<file path="src/rtl/mul_spi_master_pkg.sv">
// Shared types for the serial multiplier SPI master.
// Operand width, packet layout and master state encoding.
package mul_spi_master_pkg;

   localparam int REGISTER_SIZE = 8;
   localparam int PACKET_SIZE   = 2 * REGISTER_SIZE;

   // op_1 occupies the LSBs so it is serialised first
   typedef struct packed {
      logic [REGISTER_SIZE-1:0] op_2;
      logic [REGISTER_SIZE-1:0] op_1;
   } MulPacket;

   typedef enum logic [2:0] {
      MS_IDLE,
      MS_SELECT,
      MS_START,
      MS_TX,
      MS_WAIT,
      MS_ACK,
      MS_RX,
      MS_DONE
   } mul_master_state_t;

endpackage

</file>
<file path="src/rtl/mul_spi_master_if.sv">
// Shared SPI bus: per-slave select vector plus one data line
// in each direction.
interface mul_spi_master_if #(
   parameter int NssWidth = 1
);

   logic [NssWidth-1:0] nss;
   logic                mosi;
   logic                miso;

   modport master (
      output nss,
      output mosi,
      input  miso
   );

   modport slave (
      input  nss,
      input  mosi,
      output miso
   );

endinterface

</file>
<file path="src/rtl/mul_spi_master_shift_reg.sv">
// LSB-first shift register: parallel load, shift toward bit 0,
// new serial bit enters at the MSB.
module mul_spi_master_shift_reg #(
   parameter int Width = 8
) (
   input  logic             clock,
   input  logic             reset,
   input  logic             load,
   input  logic [Width-1:0] load_data,
   input  logic             shift,
   input  logic             serial_in,
   output logic [Width-1:0] data
);

   // load wins over shift; bit 0 is the next bit on the wire
   always_ff @(posedge clock) begin
      if (reset) begin
         data <= '0;
      end else if (load) begin
         data <= load_data;
      end else if (shift) begin
         data <= {serial_in, data[Width-1:1]};
      end
   end

endmodule

</file>
<file path="src/rtl/mul_spi_master.sv">
// SPI master for the serial multiplier slave: select, start bit,
// operand serialisation, wait/ack handshake, result capture.
module mul_spi_master
   import mul_spi_master_pkg::*;
#(
   parameter int NssWidth    = 1,
   parameter int NssPosition = 0
) (
   input  logic                     i_clock,
   input  logic                     i_reset,
   input  logic                     i_valid,
   output logic                     o_ready,
   input  logic [REGISTER_SIZE-1:0] i_op_1,
   input  logic [REGISTER_SIZE-1:0] i_op_2,
   output logic [REGISTER_SIZE-1:0] o_result,
   output logic                     o_result_valid,
   output logic                     o_busy,
   mul_spi_master_if.master         spi
);

   localparam int W    = REGISTER_SIZE;
   localparam int P    = PACKET_SIZE;
   localparam int CntW = $clog2(W);

   localparam logic [2:0] ST_IDLE   = MS_IDLE;
   localparam logic [2:0] ST_SELECT = MS_SELECT;
   localparam logic [2:0] ST_START  = MS_START;
   localparam logic [2:0] ST_TX     = MS_TX;
   localparam logic [2:0] ST_WAIT   = MS_WAIT;
   localparam logic [2:0] ST_ACK    = MS_ACK;
   localparam logic [2:0] ST_RX     = MS_RX;
   localparam logic [2:0] ST_DONE   = MS_DONE;

   logic [2:0]          state;
   logic [2:0]          next_state;
   logic [CntW-1:0]     rx_cnt;
   logic [P:0]          tx_data;
   logic [W-1:0]        rx_data;
   logic [W-1:0]        result_q;
   logic [NssWidth-1:0] nss_v;
   logic                mosi_v;
   MulPacket            packet;
   logic                accept;
   logic                tx_last;
   logic                rx_last;
   logic                selected;

   assign packet   = '{op_2: i_op_2, op_1: i_op_1};
   assign accept   = i_valid && (state == ST_IDLE);
   assign selected = (state != ST_IDLE) && (state != ST_DONE);

   // A marker bit sits above the packet; once only the marker is
   // left above bit 0, the last packet bit is on the wire.
   assign tx_last = (tx_data[P:1] == P'(1));
   assign rx_last = (rx_cnt == CntW'(W - 1));

   mul_spi_master_shift_reg #(
      .Width (P + 1)
   ) u_tx (
      .clock     (i_clock),
      .reset     (i_reset),
      .load      (accept),
      .load_data ({1'b1, packet}),
      .shift     (state == ST_TX),
      .serial_in (1'b0),
      .data      (tx_data)
   );

   mul_spi_master_shift_reg #(
      .Width (W)
   ) u_rx (
      .clock     (i_clock),
      .reset     (i_reset),
      .load      (accept),
      .load_data ('0),
      .shift     (state == ST_RX),
      .serial_in (spi.miso),
      .data      (rx_data)
   );

   // Transaction sequencing
   always_comb begin
      next_state = state;
      case (state)
         ST_IDLE:   if (i_valid) next_state = ST_SELECT;
         ST_SELECT: next_state = ST_START;
         ST_START:  next_state = ST_TX;
         ST_TX:     if (tx_last) next_state = ST_WAIT;
         ST_WAIT:   if (spi.miso) next_state = ST_ACK;
         ST_ACK:    next_state = ST_RX;
         ST_RX:     if (rx_last) next_state = ST_DONE;
         ST_DONE:   next_state = ST_IDLE;
         default:   next_state = ST_IDLE;
      endcase
   end

   // State register; reset aborts any transaction in flight
   always_ff @(posedge i_clock) begin
      if (i_reset) begin
         state <= ST_IDLE;
      end else begin
         state <= next_state;
      end
   end

   // Result bit counter, wraps to 0 after the last bit
   always_ff @(posedge i_clock) begin
      if (i_reset) begin
         rx_cnt <= '0;
      end else if (state == ST_RX) begin
         rx_cnt <= rx_last ? '0 : rx_cnt + 1'b1;
      end else begin
         rx_cnt <= '0;
      end
   end

   // Holds the last product while the shifter refills
   always_ff @(posedge i_clock) begin
      if (i_reset) begin
         result_q <= '0;
      end else if (state == ST_DONE) begin
         result_q <= rx_data;
      end
   end

   // mosi is high only for start, data and the wait hold
   always_comb begin
      mosi_v = 1'b0;
      case (state)
         ST_START: mosi_v = 1'b1;
         ST_TX:    mosi_v = tx_data[0];
         ST_WAIT:  mosi_v = 1'b1;
         default:  mosi_v = 1'b0;
      endcase
   end

   // Only our own select bit ever goes low
   always_comb begin
      nss_v              = '1;
      nss_v[NssPosition] = ~selected;
   end

   assign spi.nss        = nss_v;
   assign spi.mosi       = mosi_v;
   assign o_ready        = (state == ST_IDLE);
   assign o_busy         = (state != ST_IDLE);
   assign o_result_valid = (state == ST_DONE);
   assign o_result       = (state == ST_DONE) ? rx_data : result_q;

endmodule

</file>
<file path="src/flat_wrapper.sv">
// flat-port wrapper written by rule: the top's interface ports become plain ports
module mul_spi_master_flat import mul_spi_master_pkg::*;
#(
   parameter int NssWidth    = 1,
   parameter int NssPosition = 0
)
  (i_clock, i_reset, i_valid, o_ready, i_op_1, i_op_2, o_result, o_result_valid, o_busy, spi_nss, spi_mosi, spi_miso);
  mul_spi_master_if #(.NssWidth(NssWidth)) spi_i ();
  input  logic i_clock;
  input  logic i_reset;
  input  logic i_valid;
  output logic o_ready;
  input  logic [REGISTER_SIZE-1:0] i_op_1;
  input  logic [REGISTER_SIZE-1:0] i_op_2;
  output logic [REGISTER_SIZE-1:0] o_result;
  output logic o_result_valid;
  output logic o_busy;
  output wire logic [$bits(spi_i.nss)-1:0] spi_nss;
  output wire logic [$bits(spi_i.mosi)-1:0] spi_mosi;
  input wire logic [$bits(spi_i.miso)-1:0] spi_miso;
  assign spi_nss = spi_i.nss;
  assign spi_mosi = spi_i.mosi;
  assign spi_i.miso = spi_miso;
  mul_spi_master #(.NssWidth(NssWidth), .NssPosition(NssPosition)) u_core (.i_clock(i_clock), .i_reset(i_reset), .i_valid(i_valid), .o_ready(o_ready), .i_op_1(i_op_1), .i_op_2(i_op_2), .o_result(o_result), .o_result_valid(o_result_valid), .o_busy(o_busy), .spi(spi_i));
endmodule
</file>
<file path="config.mk">
export PLATFORM = sky130hd
export DESIGN_NAME = mul_spi_master_flat
export DESIGN_NICKNAME = d
export VERILOG_FILES = /design/src/rtl/mul_spi_master_pkg.sv /design/src/rtl/mul_spi_master_if.sv /design/src/rtl/mul_spi_master_shift_reg.sv /design/src/rtl/mul_spi_master.sv /design/src/flat_wrapper.sv
export SDC_FILE = /design/constraint.sdc
export NUM_CORES = 1
export LEC_CHECK = 0
export CAP_MARGIN = 20
export CORE_MARGIN = 4
export CORE_UTILIZATION = 30
export DETAILED_ROUTE_END_ITERATION = 10
export PLACE_DENSITY_LB_ADDON = 0.12
export SETUP_SLACK_MARGIN = 0.02
export SYNTH_ARGS = -nofsm -noshare
export SYNTH_HDL_FRONTEND = slang
export SYNTH_SLANG_ARGS = --single-unit
</file>
<file path="constraint.sdc">
create_clock -name i_clock -period 3.7 [get_ports i_clock]
set_clock_uncertainty 0.05 [all_clocks]
set_input_delay 0.74 -clock i_clock [delete_from_list [all_inputs] [get_ports i_clock]]
set_output_delay 0.74 -clock i_clock [all_outputs]
set_load 0.005 [all_outputs]
</file>
### Word level (Yosys, flattened, before mapping)

Index checks and enable logic that the tools add are counted.
Widths: inputs -> output; s select.

| cells by class | value |
|---|---|
| add/sub/neg operators | 1 |
| equal/unequal tests | 14 |
| mux-type cells | 9 |
| bitwise gates (word level) | 2 |
| reductions and logical operators | 9 |

Operator list:

| kind | number |
|---|---|
| $mux 17 | 2 |
| $pmux 3 s8 | 1 |
| $eq 16x1->1 const B | 1 |
| $eq 3x3->1 const B | 5 |
| $mux 3 | 4 |
| $mux 8 | 1 |
| $eq 3x2->1 const B | 2 |
| $ne 2x1->1 const B | 2 |
| $ne 2x2->1 const B | 2 |
| $reduce_and 4->1 | 1 |
| $reduce_or 2->1 | 2 |
| $add 3x1->3 const B | 1 |
| $eq 3x1->1 const B | 1 |
| $logic_not 3->1 | 1 |
| $ne 3x3->1 const B | 1 |
| $reduce_bool 3->1 | 1 |
| $reduce_or 3->1 | 1 |
| $logic_and 1x1->1 | 2 |
| $not 1->1 | 2 |
| $pmux 1 s2 | 1 |
| $reduce_bool 2->1 | 1 |

| word-level totals | value |
|---|---|
| register bits | 39 |
| word-level logic and storage cells | 40 |

### Longest topological paths before layout

Gate-level depths: netlist of run 1.

| logic depth | value |
|---|---|
| word-level depth | 3 |
| depth in mapped cells | 7 |
| gate-level depth less buffers | 6 |

### Hierarchy

From an unflattened synthesis of run 1, not the netlist that was laid out.

| unflattened totals | value |
|---|---|
| cells, all modules | 181 |
| area, all modules | 1906.8 sq um |

Modules (own cells, without submodules):

| module | instances | cells an instance | area each (sq um) |
|---|---|---|---|
| mul_spi_master_shift_reg (u_core.u_tx) | 1 | 75 | 802.0 |
| mul_spi_master | 1 | 71 | 735.7 |
| mul_spi_master_shift_reg (u_core.u_rx) | 1 | 35 | 369.1 |

### Worst setup path after synthesis of run 1

Ideal clock, no wire load.

| timing path | value |
|---|---|
| path type | flip-flop to output port |
| start | register u_core.state[2] |
| end | output o_result[0] |
| arrival | 1093 ps |
| required time | 2910 ps |
| path slack | 1817 ps |
| cell stages (with the launch flop) | 4 |
| path buffers | 1 |
| path through | dfxtp_1 > buf_2 > nand3_2 > mux2_2 |

| on the way | value |
|---|---|
| cells in the longest elaborated chain, start to end | 2 |

RTL lines:

| element | line | RTL |
|---|---|---|
| start: declaration | mul_spi_master.sv:34 | `logic [2:0] state;` |
| start signal: assignment | mul_spi_master.sv:102 | `state <= next_state;` |
| $eq 3x3->1 | mul_spi_master.sv:148 | `assign o_result = (state == ST_DONE) ? rx_data : result_q;` |
| $mux 8 | -- |  |
| end: declaration | flat_wrapper.sv:15 | `output logic [REGISTER_SIZE-1:0] o_result;` |

Every way passes these cells.

### Worst setup path after layout of run 1

| timing path | value |
|---|---|
| start | register u_core.state[2] |
| end | output o_result[5] |

The elaborated chain is that of the path after synthesis.

==> results of run 1 <==
[state kept, by name, indices dropped and copies added, names as in the netlist]
| register | cells |
|---|---|
| u_core.result_q | 8 |
| u_core.rx_cnt | 3 |
| u_core.u_tx.data | 17 |
| u_core.state | 3 |
| u_core.u_rx.data | 8 |
[metal layers]
layer	track usage [%]	share of wire, %
met3	3.73	7.0
met4	4.98	1.3
met2	16.8	44
met5	0	0
met1	14.4	47
[placed cells by master, fill, tap and decap left out, drive strengths merged, types with 3 or more instances in the layout]
cell	n
dfxtp	39
clkdlybuf4s50	32
nand2	19
a21oi	18
a22oi	15
nor2	13
nor2b	10
mux2i	10
mux2	9
clkbuf	6
inv	4
nor4	4
nor3	3
[kinds of logic after synthesis]
logic type | after synthesis | synth area share, %
flip-flops | 39 | 47.7
buffers and inverters | 16 | 5.12
multiplexers | 19 | 12.3
AO/OA/AOI/OAI | 36 | 13.5
adder cells (fa/ha/maj) | 2 | 1.53
XOR/XNOR | 1 | 0.535
AND/OR/NAND/NOR | 59 | 19.3
[stage by stage]
| stage | util, % | cells | hold WS [ns] | cell area (um2) | power (mW) |
|---|---|---|---|---|---|
| 6_report | 39.9 | 271 | 0.393 | 2080 | 0.854 |
| 5_1_grt | 39.9 | 271 | 0.416 | 2080 | 0.899 |
| 4_1_cts | 39.9 | 271 | 0.395 | 2080 | 0.870 |
| 3_5_place_dp | 38.2 | 264 | 0.383 | 1990 | 0.581 |
| 3_3_place_gp | 38.2 | 264 | 0.369 | 1990 | 0.579 |
| 2_1_floorplan | - | 172 | 0.355 | 1640 | 0.534 |
[power groups by stage]
stage          Clock [mW]  Combinational, mW  Sequential (mW)
6_report            0.282              0.115            0.456
5_1_grt             0.312              0.128            0.459
4_1_cts             0.298              0.116            0.456
3_5_place_dp            0              0.116            0.466
3_3_place_gp            0              0.114            0.465
2_1_floorplan           0             0.0786            0.455
[worst register-to-register path: stages (launching register included)]
cell and delay, ns:
dfxtp_1 0.61, and3b_1 0.47, nor2_2 0.59, nand2_1 0.13
a21oi_1 0.15
[cell type report]
type,count,area [um2],area share [%]
Sequential cell,39,781,37.6
Multi-Input combinational cell,117,772,37.1
Timing Repair Buffer,34,335,16.1
Tap cell,70,87.6,4.21
Clock buffer,6,82.6,3.97
Inverter,4,15.0,0.722
Clock inverter,1,5.00,0.241
[worst min path at each step]
stage	slack, ns	endpoint	startpoint
floorplan	0.36	u_core.rx_cnt[0]	u_core.rx_cnt[0]
global placement	0.37	u_core.rx_cnt[0]	u_core.rx_cnt[0]
detailed placement	0.38	u_core.rx_cnt[0]	u_core.rx_cnt[0]
CTS	0.39	u_core.rx_cnt[0]	u_core.rx_cnt[0]
global route	0.42	u_core.rx_cnt[0]	u_core.rx_cnt[0]
finish	0.39	u_core.rx_cnt[0]	u_core.rx_cnt[0]
==> summary.txt, run 1 <==
Status: finished, final reports clean
Die Y: 81.9 um
Final antenna-violating net count: 0
Fill cells: 526
Die ar.: 6700 um2
Net Sw Frac: 24.5%
Die W: 81.9 um
Worst Path Required: 2.91 ns
Clock latency on the worst-skew pair: 0.28 ns
Drt wl/cell: 12.8 um
FF+latch count, synth: 39
Drt drc: 0
DP HPWL: 2.41 mm
YS warnings: 0
Share of cells above drive strength 1: 10.9%
Ys async rst share: 0%
Max incr delay on CP: 0.61 ns
Critical path type: reg2out
Clock Pin Slew Worst Setup and Hold Paths: 0.07 ns
Flop2flop setup slack: 1.63 ns
First drt pass iteration count: 4
Overflow after GRT: 0
R2R Path End: u_core.u_tx.data[9]
# Post-CTS Setup Buffers: 0
Primary FF master, synth: dfxtp_1
CTS Hold Bufs: 0
Max Slew Vio Count: 0
Diodes inserted: 0
Setup violations, final: 0
CTS tree: yes
Reg2Reg Depth: 4
Root buf cell: clkbuf_8
Dominant cell by count in the synthesized netlist: dfxtp_1
H-Tree Depth: 2
Register share of total power: 53.5%
Max cap viols: 0
Slew @ Worst Pin: 0.720 ns
Synth unique cells: 29
Initial Util: 31.4%
Crit share post-route: 77.5%
Synth area leader: dfxtp_1
Cell Rows: 26
Worst Setup EP: o_result[5]
# resized after CTS: 0
Largest net degree at the start of global routing: 23
Top cells by count, synth: 39 x dfxtp_1, 19 x nand2_1, 18 x a21oi_1, 15 x a22oi_1, 12 x nor2_1
Synth top area cells: dfxtp_1 48%, a22oi_1 6.9%, mux2_2 6.2%
Final min period: 2.87 ns
Yosys top cell area share: 47.7%
Vias per cell: 4.71
Vias: 1,276
Worst path depth: 3
Fin. Hold Viols: 0
I/O pin count: 33
Syn Area/Cell: 9.51 um2
I/O Buffers: 32
Vias in the first global route: 1,217
P per Cell Area: 411 nW/um2
Crit-path slowest cell: dfxtp_1
Setup_tns: 0 ns
Syn Inst Count: 172
Worst Hold Depth: 1
Worst R2R Start: u_core.state[2]
CP top delay family: flip-flops
Mapped cell area: 1640 um2
RD Place Congestion: 0.723
CTS Sinks: 39
Maximum clock frequency: 349 MHz
Max Buffers Root-to-Sink: 2
Core ar.: 5200 um2
RSZ-0062 raised after global routing: false
Pint: 0.644 mW
First-pass GRT wire length: 5.67 mm
Hold WC Path Type: reg2reg
Slew headroom: 52.0%
Initial antenna violation count: 0
Worst setup SP type: flop
Worst VDD drop: 0.216 mV
CP max FO: 12
DR iter-0 viols: 90
Critical Path Start: u_core.state[2]
Post-Syn Nets: 194
Critical path buffers and inverters: 1
Capturing element type of the critical path: primary output
Area delta synth->final: 27.0%
CTS buffer count: 5
Routed wire length: 3.48 mm
Post-Place Setup Slack: 1.16 ns
EDFF count, synth: 0
Seq/Total Area, Yosys: 47.7%
Nets: 223
Clock share of power: 33.1%
Setup slack after layout: 0.833 ns
GRT Util Overall: 11.2%
Leakage: 0.812 nW
Gate power share: 13.5%
Crit path DAT: 2.08 ns
NetSw: 0.209 mW
CP Cell Sequence: nand3_2 > mux2_2 > clkdlybuf4s50_1
Note: power is estimated with default switching activity, not from simulation.
==> run 2, diff against run 1 <==
Clock period 3.7 ns to 2.5 ns, I/O delays scaled along.
==> run 2 against run 1 <==
Against the previous run:
- register-to-register slack lost 1.1 ns
- first-iteration DRC count down 4.4%
- final cell count increased by 1.1%
- via count is 0.86% higher
- combinational power is 51% higher
- core utilization rose by 0.72 points
- design area up 1.8%
- routed wire length up 2.0%
- non-clock buffer count rose by 2
- sequential cell count unchanged
- largest cell class unchanged
==> summary.txt, run 2 (synthesis results as in run 1) <==
R2R Path End: u_core.u_tx.data[1]
Diodes inserted: 0
Clock Pin Slew Worst Setup and Hold Paths: 0.07 ns
Drt drc: 0
CTS Hold Bufs: 0
Slew headroom: 53.3%
Net Sw Frac: 24.2%
Fin. Hold Viols: 0
Register share of total power: 51.7%
Register area: 783 um2
NetSw: 0.318 mW
Biggest register: u_core.u_tx.data
DR iter-0 viols: 86
Hold WC Path Type: reg2reg
CTS buffer count: 5
Crit share post-route: 91.5%
Die ar.: 6700 um2
I/O Buffers: 32
RD Place Congestion: 0.713
Crit path DAT: 1.74 ns
Leading cell type in the layout, fill and taps excluded: dfxtp_1
Gate power share: 13.3%
Fill cells: 532
Setup_tns: 0 ns
Die Y: 81.9 um
Cell Rows: 26
Largest net degree at the start of global routing: 22
First-pass GRT wire length: 5.86 mm
Initial antenna violation count: 0
Vias per cell: 4.70
GRT Util Overall: 11.4%
Slew @ Worst Pin: 0.701 ns
Biggest registers after layout: u_core.u_tx.data x17, u_core.result_q x8, u_core.u_rx.data x8
Worst Hold Depth: 1
Hold WS: 0.385 ns
Worst setup SP type: flop
Nets: 225
Setup slack after layout: 0.213 ns
Vias in the first global route: 1,243
Final antenna-violating net count: 0
I/O pin count: 33
Status: finished, final reports clean
Max Buffers Root-to-Sink: 2
WL met2: 1.57 mm
Initial Util: 31.4%
Setup violations, final: 0
Drt wl/cell: 12.9 um
Area occupied by multi-input gates: 779 um2
Critical path type: reg2out
P per Cell Area: 619 nW/um2
Clock share of power: 35.0%
Area delta synth->final: 29.3%
Hold path startpoint: u_core.rx_cnt[0]
Finished Cell Area: 2120 um2
Core ar.: 5200 um2
CP max FO: 10
Maximum clock frequency: 437 MHz
Met3 wire len: 179 um
Vias: 1,287
Final min period: 2.29 ns
Commonest non-fill, non-tap cells in the layout: 37 x dfxtp_1, 32 x clkdlybuf4s50_1, 19 x nand2_1
Worst VDD drop: 0.317 mV
Overflow after GRT: 0
Capturing element type of the critical path: primary output
Pint: 0.993 mW
Routed wire length: 3.55 mm
Share of cells above drive strength 1: 12.7%
RSZ-0062 raised after global routing: false
Largest register FFs: 17
Met1 wire length: 1.73 mm
Leakage: 0.827 nW
Dpl cell area: 2010 um2
Flop2flop setup slack: 0.51 ns
Root buf cell: clkbuf_8
Max Slew Vio Count: 0
DP HPWL: 2.48 mm
Clock latency on the worst-skew pair: 0.28 ns
Max cap viols: 0
CTS Sinks: 39
H-Tree Depth: 2
First drt pass iteration count: 4
Hold Path End: u_core.rx_cnt[0]
Worst R2R Start: u_core.state[2]
Worst Path Required: 1.95 ns
Post-Place Setup Slack: 0.247 ns
CTS tree: yes
Top sig layer: met4
Reg2Reg Depth: 5
Die W: 81.9 um
## run 2: cell count changes in the layout (fill, tap and decap cells not counted)
cell      delta
buf_4        +2
clkbuf_1     +1
nand3_2      -1
clkinv_2     -1
dfxtp_1      -2
dfxtp_2      +2
nand3_4      +1
clkbuf_8     +1
## run 2: area by class of cell
class | count | share of cell area (%)
Clock buffer | 8 | 4.73
Sequential cell | 39 | 37.0
Inverter | 4 | 0.710
Tap cell | 70 | 4.14
Multi-Input combinational cell | 117 | 36.8
Timing Repair Buffer | 36 | 16.6
## run 2: repair_timing
action / in CTS / in global routing
endpoints found under the hold margin: 0 / 0
setup buffers: 0 / 0
setup endpoints to repair: 8 / 8
gates resized for setup: 2 / 1
## run 2: routing by layer
metal  vias up  global-route usage, %
met5         -                      0
met4         0                   5.65
met3         6                   3.29
met2        29                   17.6
met1       585                   14.5
li1        667                      -
## run 2: critical path, stage by stage (launching register included)
cell	delay [ns]
dfxtp_2	0.46
nand3_4	0.20
mux2_2	0.29
clkdlybuf4s50_1	0.50
## run 2: metrics by stage
stage	power (mW)	util (%)	instances
2_1_floorplan	0.790	-	172
3_3_place_gp	0.860	38.5	266
3_5_place_dp	0.865	38.5	266
4_1_cts	1.33	40.6	274
5_1_grt	1.37	40.6	274
6_report	1.31	40.6	274
## run 2: worst max path at each step
stage / start / endpoint / cells past startpoint / slack, ns
6_report: u_core.state[1] / o_result[6] / 3 / 0.21
5_1_grt: u_core.state[1] / o_result[7] / 3 / 0.11
4_1_cts: u_core.state[0] / o_result[6] / 3 / 0.07
3_5_place_dp: u_core.state[1] / o_result[6] / 3 / 0.25
3_3_place_gp: u_core.state[1] / o_result[4] / 3 / 0.33
2_1_floorplan: u_core.state[2] / o_result[0] / 3 / 0.86
## run 2: power by group through the flow
stage | registers [mW] | clock network, mW | logic [mW]
global route | 0.682 | 0.497 | 0.194
global placement | 0.687 | 0 | 0.172
floorplan | 0.674 | 0 | 0.116
detailed placement | 0.690 | 0 | 0.175
finish | 0.677 | 0.459 | 0.174
CTS | 0.677 | 0.477 | 0.176
==> run 3, diff against run 2 <==
Settings changed: CAP_MARGIN 20 to not set.
==> results of run 3 <==
Same layout as run 2: the final DEF is identical, and so are final timing and power.
